## config.mk

```make
export PLATFORM = sky130hd
export DESIGN_NAME = enet_axil_cfg_flat
export DESIGN_NICKNAME = d
export VERILOG_FILES = /design/src/rtl/enet_axil_cfg_if.sv /design/src/rtl/enet_axil_cfg.sv /design/src/flat_wrapper.sv
export SDC_FILE = /design/constraint.sdc
export NUM_CORES = 1
export LEC_CHECK = 0
export BUFFER_PORTS_ARGS = -buffer_cell sky130_fd_sc_hd__clkbuf_2
export CAP_MARGIN = 25
export CORE_MARGIN = 2
export CORE_UTILIZATION = 44
export DETAILED_ROUTE_END_ITERATION = 8
export PLACE_DENSITY = 0.8
export SLEW_MARGIN = 40
export SYNTH_ARGS = -nofsm -noshare
export SYNTH_HDL_FRONTEND = slang
export SYNTH_SLANG_ARGS = --single-unit
```

## constraint.sdc

```tcl
create_clock -name clk_i -period 6.3 [get_ports clk_i]
set_input_delay 0.63 -clock clk_i [delete_from_list [all_inputs] [get_ports clk_i]]
set_output_delay 0.63 -clock clk_i [all_outputs]
set_load 0.02 [all_outputs]
```

## src/rtl/enet_axil_cfg_if.sv

```systemverilog
// AXI4-Lite slave-side bundle for the Ethernet MAC configuration bridge.
// master drives requests, slave (the bridge) drives ready/response.
interface enet_axil_cfg_if;
    logic        awvalid;
    logic        awready;
    logic [31:0] awaddr;
    logic        wvalid;
    logic        wready;
    logic [31:0] wdata;
    logic [3:0]  wstrb;
    logic        bvalid;
    logic        bready;
    logic [1:0]  bresp;
    logic        arvalid;
    logic        arready;
    logic [31:0] araddr;
    logic        rvalid;
    logic        rready;
    logic [31:0] rdata;
    logic [1:0]  rresp;

    modport master (
        output awvalid, awaddr, wvalid, wdata, wstrb, bready, arvalid, araddr, rready,
        input  awready, wready, bvalid, bresp, arready, rvalid, rdata, rresp
    );

    modport slave (
        input  awvalid, awaddr, wvalid, wdata, wstrb, bready, arvalid, araddr, rready,
        output awready, wready, bvalid, bresp, arready, rvalid, rdata, rresp
    );
endinterface

```

## src/rtl/enet_axil_cfg.sv

```systemverilog
// AXI4-Lite to MAC register-port bridge, one transaction in flight, fair write/read arbitration.
// Optional stall timeout enabled by defining ENET_AXIL_TIMEOUT_EN (limit = TIMEOUT_CYCLES).
module enet_axil_cfg #(
    parameter int unsigned TIMEOUT_CYCLES = 1024
) (
    input  logic                  clk_i,
    input  logic                  rst_i,
    enet_axil_cfg_if.slave        inport,
    output logic [31:0]           cfg_addr_o,
    output logic [31:0]           cfg_data_wr_o,
    output logic                  cfg_stb_o,
    output logic                  cfg_we_o,
    input  logic [31:0]           cfg_data_rd_i,
    input  logic                  cfg_ack_i,
    input  logic                  cfg_stall_i
);

    typedef enum logic [2:0] {
        IDLE,
        REQ,
        WAIT_ACK,
        WR_RESP,
        RD_RESP
    } state_t;

    localparam logic [1:0]  RESP_OKAY   = 2'b00;
    localparam logic [1:0]  RESP_SLVERR = 2'b10;
    localparam logic [31:0] WORD_MASK   = 32'hFFFF_FFFC;

    state_t      state_q, state_d;
    logic        wr_grant_q, wr_grant_d;
    logic        rd_grant_q, rd_grant_d;
    logic        last_rd_q, last_rd_d;
    logic        is_wr_q, is_wr_d;
    logic        bvalid_q, bvalid_d;
    logic        rvalid_q, rvalid_d;
    logic [1:0]  bresp_q, bresp_d;
    logic [1:0]  rresp_q, rresp_d;
    logic [31:0] rdata_q, rdata_d;
    logic [31:0] cfg_addr_q, cfg_addr_d;
    logic [31:0] cfg_data_q, cfg_data_d;
    logic        cfg_stb_q, cfg_stb_d;
    logic        cfg_we_q, cfg_we_d;
    logic        wr_elig;
    logic        rd_elig;

`ifdef ENET_AXIL_TIMEOUT_EN
    localparam int unsigned CNT_W = (TIMEOUT_CYCLES > 1) ? $clog2(TIMEOUT_CYCLES + 1) : 1;
    localparam logic [CNT_W-1:0] CNT_LAST = CNT_W'(TIMEOUT_CYCLES - 1);
    logic [CNT_W-1:0] to_cnt_q, to_cnt_d;
`endif

    assign wr_elig = inport.awvalid && inport.wvalid;
    assign rd_elig = inport.arvalid;

    always_comb begin
        state_d    = state_q;
        wr_grant_d = wr_grant_q;
        rd_grant_d = rd_grant_q;
        last_rd_d  = last_rd_q;
        is_wr_d    = is_wr_q;
        bvalid_d   = bvalid_q;
        rvalid_d   = rvalid_q;
        bresp_d    = bresp_q;
        rresp_d    = rresp_q;
        rdata_d    = rdata_q;
        cfg_addr_d = cfg_addr_q;
        cfg_data_d = cfg_data_q;
        cfg_stb_d  = cfg_stb_q;
        cfg_we_d   = cfg_we_q;
`ifdef ENET_AXIL_TIMEOUT_EN
        to_cnt_d   = to_cnt_q;
`endif

        case (state_q)
            IDLE: begin
                // A set grant flop means the ready pulse is on the bus now: capture the request.
                if (wr_grant_q) begin
                    wr_grant_d = 1'b0;
                    is_wr_d    = 1'b1;
                    cfg_addr_d = inport.awaddr & WORD_MASK;
                    cfg_data_d = inport.wdata;
                    if (inport.wstrb == 4'hF) begin
                        state_d   = REQ;
                        cfg_stb_d = 1'b1;
                        cfg_we_d  = 1'b1;
                    end else begin
                        state_d  = WR_RESP;
                        bvalid_d = 1'b1;
                        bresp_d  = RESP_SLVERR;
                    end
                end else if (rd_grant_q) begin
                    rd_grant_d = 1'b0;
                    is_wr_d    = 1'b0;
                    cfg_addr_d = inport.araddr & WORD_MASK;
                    state_d    = REQ;
                    cfg_stb_d  = 1'b1;
                    cfg_we_d   = 1'b0;
                end else if (wr_elig && (!rd_elig || last_rd_q)) begin
                    wr_grant_d = 1'b1;
                    last_rd_d  = 1'b0;
                end else if (rd_elig) begin
                    rd_grant_d = 1'b1;
                    last_rd_d  = 1'b1;
                end
            end

            REQ: begin
                if (!cfg_stall_i) begin
                    state_d   = WAIT_ACK;
                    cfg_stb_d = 1'b0;
                    cfg_we_d  = 1'b0;
`ifdef ENET_AXIL_TIMEOUT_EN
                    to_cnt_d  = '0;
                end else if (to_cnt_q == CNT_LAST) begin
                    cfg_stb_d = 1'b0;
                    cfg_we_d  = 1'b0;
                    to_cnt_d  = '0;
                    rdata_d   = 32'h0;
                    if (is_wr_q) begin
                        state_d  = WR_RESP;
                        bvalid_d = 1'b1;
                        bresp_d  = RESP_SLVERR;
                    end else begin
                        state_d  = RD_RESP;
                        rvalid_d = 1'b1;
                        rresp_d  = RESP_SLVERR;
                    end
                end else begin
                    to_cnt_d  = to_cnt_q + CNT_W'(1);
`endif
                end
            end

            WAIT_ACK: begin
                if (cfg_ack_i) begin
                    if (is_wr_q) begin
                        state_d  = WR_RESP;
                        bvalid_d = 1'b1;
                        bresp_d  = RESP_OKAY;
                    end else begin
                        state_d  = RD_RESP;
                        rvalid_d = 1'b1;
                        rresp_d  = RESP_OKAY;
                        rdata_d  = cfg_data_rd_i;
                    end
                end
            end

            WR_RESP: begin
                if (inport.bready) begin
                    bvalid_d = 1'b0;
                    state_d  = IDLE;
                end
            end

            RD_RESP: begin
                if (inport.rready) begin
                    rvalid_d = 1'b0;
                    state_d  = IDLE;
                end
            end

            default: state_d = IDLE;
        endcase
    end

    always_ff @(posedge clk_i or posedge rst_i) begin
        if (rst_i) begin
            state_q    <= IDLE;
            wr_grant_q <= 1'b0;
            rd_grant_q <= 1'b0;
            last_rd_q  <= 1'b1;
            is_wr_q    <= 1'b0;
            bvalid_q   <= 1'b0;
            rvalid_q   <= 1'b0;
            bresp_q    <= RESP_OKAY;
            rresp_q    <= RESP_OKAY;
            rdata_q    <= 32'h0;
            cfg_addr_q <= 32'h0;
            cfg_data_q <= 32'h0;
            cfg_stb_q  <= 1'b0;
            cfg_we_q   <= 1'b0;
`ifdef ENET_AXIL_TIMEOUT_EN
            to_cnt_q   <= '0;
`endif
        end else begin
            state_q    <= state_d;
            wr_grant_q <= wr_grant_d;
            rd_grant_q <= rd_grant_d;
            last_rd_q  <= last_rd_d;
            is_wr_q    <= is_wr_d;
            bvalid_q   <= bvalid_d;
            rvalid_q   <= rvalid_d;
            bresp_q    <= bresp_d;
            rresp_q    <= rresp_d;
            rdata_q    <= rdata_d;
            cfg_addr_q <= cfg_addr_d;
            cfg_data_q <= cfg_data_d;
            cfg_stb_q  <= cfg_stb_d;
            cfg_we_q   <= cfg_we_d;
`ifdef ENET_AXIL_TIMEOUT_EN
            to_cnt_q   <= to_cnt_d;
`endif
        end
    end

    assign inport.awready = wr_grant_q;
    assign inport.wready  = wr_grant_q;
    assign inport.arready = rd_grant_q;
    assign inport.bvalid  = bvalid_q;
    assign inport.bresp   = bresp_q;
    assign inport.rvalid  = rvalid_q;
    assign inport.rresp   = rresp_q;
    assign inport.rdata   = rdata_q;
    assign cfg_addr_o     = cfg_addr_q;
    assign cfg_data_wr_o  = cfg_data_q;
    assign cfg_stb_o      = cfg_stb_q;
    assign cfg_we_o       = cfg_we_q;

endmodule

```

## src/flat_wrapper.sv

```systemverilog
// flat-port wrapper written by rule: the top's interface ports become plain ports
module enet_axil_cfg_flat 
#(
    parameter int unsigned TIMEOUT_CYCLES = 1024
)
  (clk_i, rst_i, cfg_addr_o, cfg_data_wr_o, cfg_stb_o, cfg_we_o, cfg_data_rd_i, cfg_ack_i, cfg_stall_i, inport_awvalid, inport_awaddr, inport_wvalid, inport_wdata, inport_wstrb, inport_bready, inport_arvalid, inport_araddr, inport_rready, inport_awready, inport_wready, inport_bvalid, inport_bresp, inport_arready, inport_rvalid, inport_rdata, inport_rresp);
  enet_axil_cfg_if inport_i ();
  input  logic clk_i;
  input  logic rst_i;
  output logic [31:0] cfg_addr_o;
  output logic [31:0] cfg_data_wr_o;
  output logic cfg_stb_o;
  output logic cfg_we_o;
  input  logic [31:0] cfg_data_rd_i;
  input  logic cfg_ack_i;
  input  logic cfg_stall_i;
  input wire logic [$bits(inport_i.awvalid)-1:0] inport_awvalid;
  input wire logic [$bits(inport_i.awaddr)-1:0] inport_awaddr;
  input wire logic [$bits(inport_i.wvalid)-1:0] inport_wvalid;
  input wire logic [$bits(inport_i.wdata)-1:0] inport_wdata;
  input wire logic [$bits(inport_i.wstrb)-1:0] inport_wstrb;
  input wire logic [$bits(inport_i.bready)-1:0] inport_bready;
  input wire logic [$bits(inport_i.arvalid)-1:0] inport_arvalid;
  input wire logic [$bits(inport_i.araddr)-1:0] inport_araddr;
  input wire logic [$bits(inport_i.rready)-1:0] inport_rready;
  output wire logic [$bits(inport_i.awready)-1:0] inport_awready;
  output wire logic [$bits(inport_i.wready)-1:0] inport_wready;
  output wire logic [$bits(inport_i.bvalid)-1:0] inport_bvalid;
  output wire logic [$bits(inport_i.bresp)-1:0] inport_bresp;
  output wire logic [$bits(inport_i.arready)-1:0] inport_arready;
  output wire logic [$bits(inport_i.rvalid)-1:0] inport_rvalid;
  output wire logic [$bits(inport_i.rdata)-1:0] inport_rdata;
  output wire logic [$bits(inport_i.rresp)-1:0] inport_rresp;
  assign inport_i.awvalid = inport_awvalid;
  assign inport_i.awaddr = inport_awaddr;
  assign inport_i.wvalid = inport_wvalid;
  assign inport_i.wdata = inport_wdata;
  assign inport_i.wstrb = inport_wstrb;
  assign inport_i.bready = inport_bready;
  assign inport_i.arvalid = inport_arvalid;
  assign inport_i.araddr = inport_araddr;
  assign inport_i.rready = inport_rready;
  assign inport_awready = inport_i.awready;
  assign inport_wready = inport_i.wready;
  assign inport_bvalid = inport_i.bvalid;
  assign inport_bresp = inport_i.bresp;
  assign inport_arready = inport_i.arready;
  assign inport_rvalid = inport_i.rvalid;
  assign inport_rdata = inport_i.rdata;
  assign inport_rresp = inport_i.rresp;
  enet_axil_cfg #(.TIMEOUT_CYCLES(TIMEOUT_CYCLES)) u_core (.clk_i(clk_i), .rst_i(rst_i), .inport(inport_i), .cfg_addr_o(cfg_addr_o), .cfg_data_wr_o(cfg_data_wr_o), .cfg_stb_o(cfg_stb_o), .cfg_we_o(cfg_we_o), .cfg_data_rd_i(cfg_data_rd_i), .cfg_ack_i(cfg_ack_i), .cfg_stall_i(cfg_stall_i));
endmodule
```

==> metrics.txt <==
Starting Density between 40% and 50%; #FFs+latches synth 106; antenna-violating nets left 0; total CTS buffers 9; drt total wl approximately 11000 µm; Die Ht 106 µm; RR Endpoint u_core.cfg_we_o; I/O pins 248; crit path DAT 2.75 ns; number of diodes 0; worst min path class primary input to async pin; detailed placer's ending HPWL 8150 µm; Synth Area in Simple Gates 3.30%; Post-Syn Instances 344; routed vias/inst 5.07; Setup CP Type flop to flop; clock root buffer clkbuf_8; core area ~10000 µm²; Placer Congestion about 0.8; syn avg cell area 13.2 µm²; GR Util All Layers 19.8%; fraction of the mapped netlist area in adder cells 0%; Ys Warns 0; endpoints failing hold 0; synthesized cell area 4540 µm²; RSZ-0062 raised after global routing false; post_cts resized 0; worst-margin pin slew ~0.68 ns; max-cap viol count 0; crit path launch type flop; initial antenna violation count 0; total negative setup slack 0 ns; number of global-route vias before repair 3676; Layout area overhead 31.4%; layout cells sized above 1 a little under three fifths; dominant cell type by area after synthesis dfrtp_1; worst vdd rail ir drop 0.258 mV; clk sinks 106; Cell Count, Final, Fillers Out 713; Compound-Gate Fraction of Synth Area a little over a tenth; Synth Area in XOR/XNOR 0%; standby leakage power 0.00295 µW; minimum clock period after layout about 2.5 ns; worst r2r src u_core.inport.awready; total vias in the final route 3615; relative slew slack 54.6%; first-pass GRT wire length 17700 µm; Tot Pwr 3210 µW; largest net degree at the start of global routing 78; Die Area 11200 µm²; critical path required time 6.53 ns; Power Density 538 nW/µm²; Worst Reg-to-Reg Cells 4; largest family of logic cells by synthesized area multiplexers; top cells by area, synth dfrtp_1, mux2_2, mux2i_1, o21ai_0, buf_4; Worst Setup End Kind flop; status complete, no violations; Worst-Skew Late Latency approximately 0.35 ns; dpl cells 697; Synth cell types between 40 and 50; reg-to-reg slack, setup 3.78 ns; Slew Viols, Final 0; share of the synthesized area in the top cell type between 50% and 60%; post-synthesis mux area share 23.2%; Worst-path clk slew approximately 0.1 ns; most frequent cells in the layout clkbuf_2, dfrtp_1, mux2_2; TritonCTS clock tree done; 1st-pass router iterations 4; Die X about 110 µm; Clock Skew 0.0156 ns; GR Overflow Total 0; DR WL/cell roughly 15 µm; post-CTS setup buffers 0; commonest non-fill, non-tap cell in the layout clkbuf_2; initial DRC count ~140; CTS Hold Bufs 0; crit-path max FO 40; Layout Nets 713; Buffers on Ports 238; Rows 37; Longest Clk Path Bufs 2; Seq/Total Area, Yosys between 50% and 60%; post-route clock period utilization 40.0%; Final setup viols 0; DRC viols 0; Highest Clock Rate between 300 and 400 MHz; H-tree depth 3
[worst max-delay path by stage]
stage | from | to | slack (ns) | cells after the start
floorplan | rst_i | u_core.cfg_addr_o[10] | 2.88 | 1
global placement | u_core.inport.awready | u_core.cfg_we_o | 3.66 | 4
detailed placement | u_core.inport.awready | u_core.cfg_we_o | 3.76 | 4
CTS | u_core.inport.awready | u_core.cfg_we_o | 3.72 | 4
global route | u_core.inport.awready | u_core.cfg_we_o | 3.58 | 4
finish | u_core.inport.awready | u_core.cfg_we_o | 3.78 | 4
[worst max-delay path, cell delays in order, from the launching register on]
cell	delay (ns)
dfrtp_4	0.84
nor4b_4	0.64
buf_4	0.46
a211oi_2	0.15
mux2_2	0.29
[kinds of logic after synthesis]
family                 count (synthesis)
AND/OR/NAND/NOR                       23
multiplexers                          97
buffers and inverters                 33
flip-flops                           106
AO/OA/AOI/OAI                         84
other                                  1
[synthesized netlist by cell type]
| cell | number |
|---|---|
| nor3_1 | 2 |
| nor2b_1 | 1 |
| buf_6 | 4 |
| inv_1 | 4 |
| o21ai_1 | 2 |
| clkbuf_1 | 12 |
| conb_1 | 1 |
| buf_4 | 9 |
| a2111o_1 | 1 |
| a311oi_1 | 1 |
| a211oi_2 | 1 |
| nand2b_1 | 2 |
| o211a_1 | 1 |
| nor2_1 | 5 |
| and3b_1 | 1 |
| a21boi_0 | 1 |
| buf_2 | 3 |
| o221ai_1 | 1 |
| and4_1 | 1 |
| o21a_1 | 2 |
| and3_1 | 1 |
| a211o_1 | 1 |
| a32oi_1 | 1 |
| mux2_2 | 67 |
| mux2i_1 | 30 |
| o21bai_1 | 1 |
| a31oi_1 | 1 |
| o22ai_1 | 1 |
| a22o_1 | 1 |
| nand4_1 | 1 |
| a221oi_1 | 2 |
| o21ai_0 | 60 |
| nand2_1 | 3 |
| dfrtp_1 | 105 |
| a21oi_1 | 3 |
| a21o_1 | 2 |
| buf_1 | 1 |
| nor3_4 | 1 |
| nand3_1 | 3 |
| dfstp_2 | 1 |
| nor4b_4 | 1 |
| o2111a_1 | 1 |
| or3_1 | 1 |
[state kept, by name, indices dropped and copies added, names as in the netlist]
signal	count
u_core.state_q	3
u_core.inport.rdata	32
u_core.inport.awready	1
u_core.last_rd_q	1
u_core.cfg_addr_o	30
u_core.inport.bresp	1
u_core.inport.arready	1
u_core.is_wr_q	1
u_core.inport.bvalid	1
u_core.cfg_we_o	1
u_core.cfg_stb_o	1
u_core.inport.rvalid	1
u_core.cfg_data_wr_o	32
[metrics by stage]
stage	hold slack [ns]	cell area [µm²]	worst slack, ns	utilization (%)
after floorplan	0.528	4560	2.88	-
after global placement	0.478	5780	3.66	56.8
after detailed placement	0.496	5790	3.76	56.9
after CTS	0.235	5970	3.72	58.6
after global routing	0.241	5970	3.58	58.6
final	0.236	5970	3.78	58.6
[final cells by class]
class | count | area, µm²
fillers | 869 | 4220
flip-flops and latches | 106 | 2660
multi-input cells | 209 | 1730
repair buffers | 242 | 1220
well taps | 136 | 170
clock buffers | 12 | 145
clock inverters | 4 | 28.8
inverters | 4 | 17.5
[routing by layer]
layer | up-vias | global-route usage, % | part of all wire [%]
met2 | 146 | 35.5 | 53
met1 | 1760 | 23.4 | 39
li1 | 1694 | - | -
met5 | - | 0 | 0
met3 | 15 | 4.76 | 6.6
met4 | 0 | 6.39 | 2.0
[where the power goes]
group	internal [µW]	leakage [µW]	switching, µW	total, µW
sequential	1020	0.00128	256	1280
combinational	639	0.00158	914	1550
clock	156	0.0000830	220	376
total	1820	0.00295	1390	3210
Power figures use the tool's default switching activity.
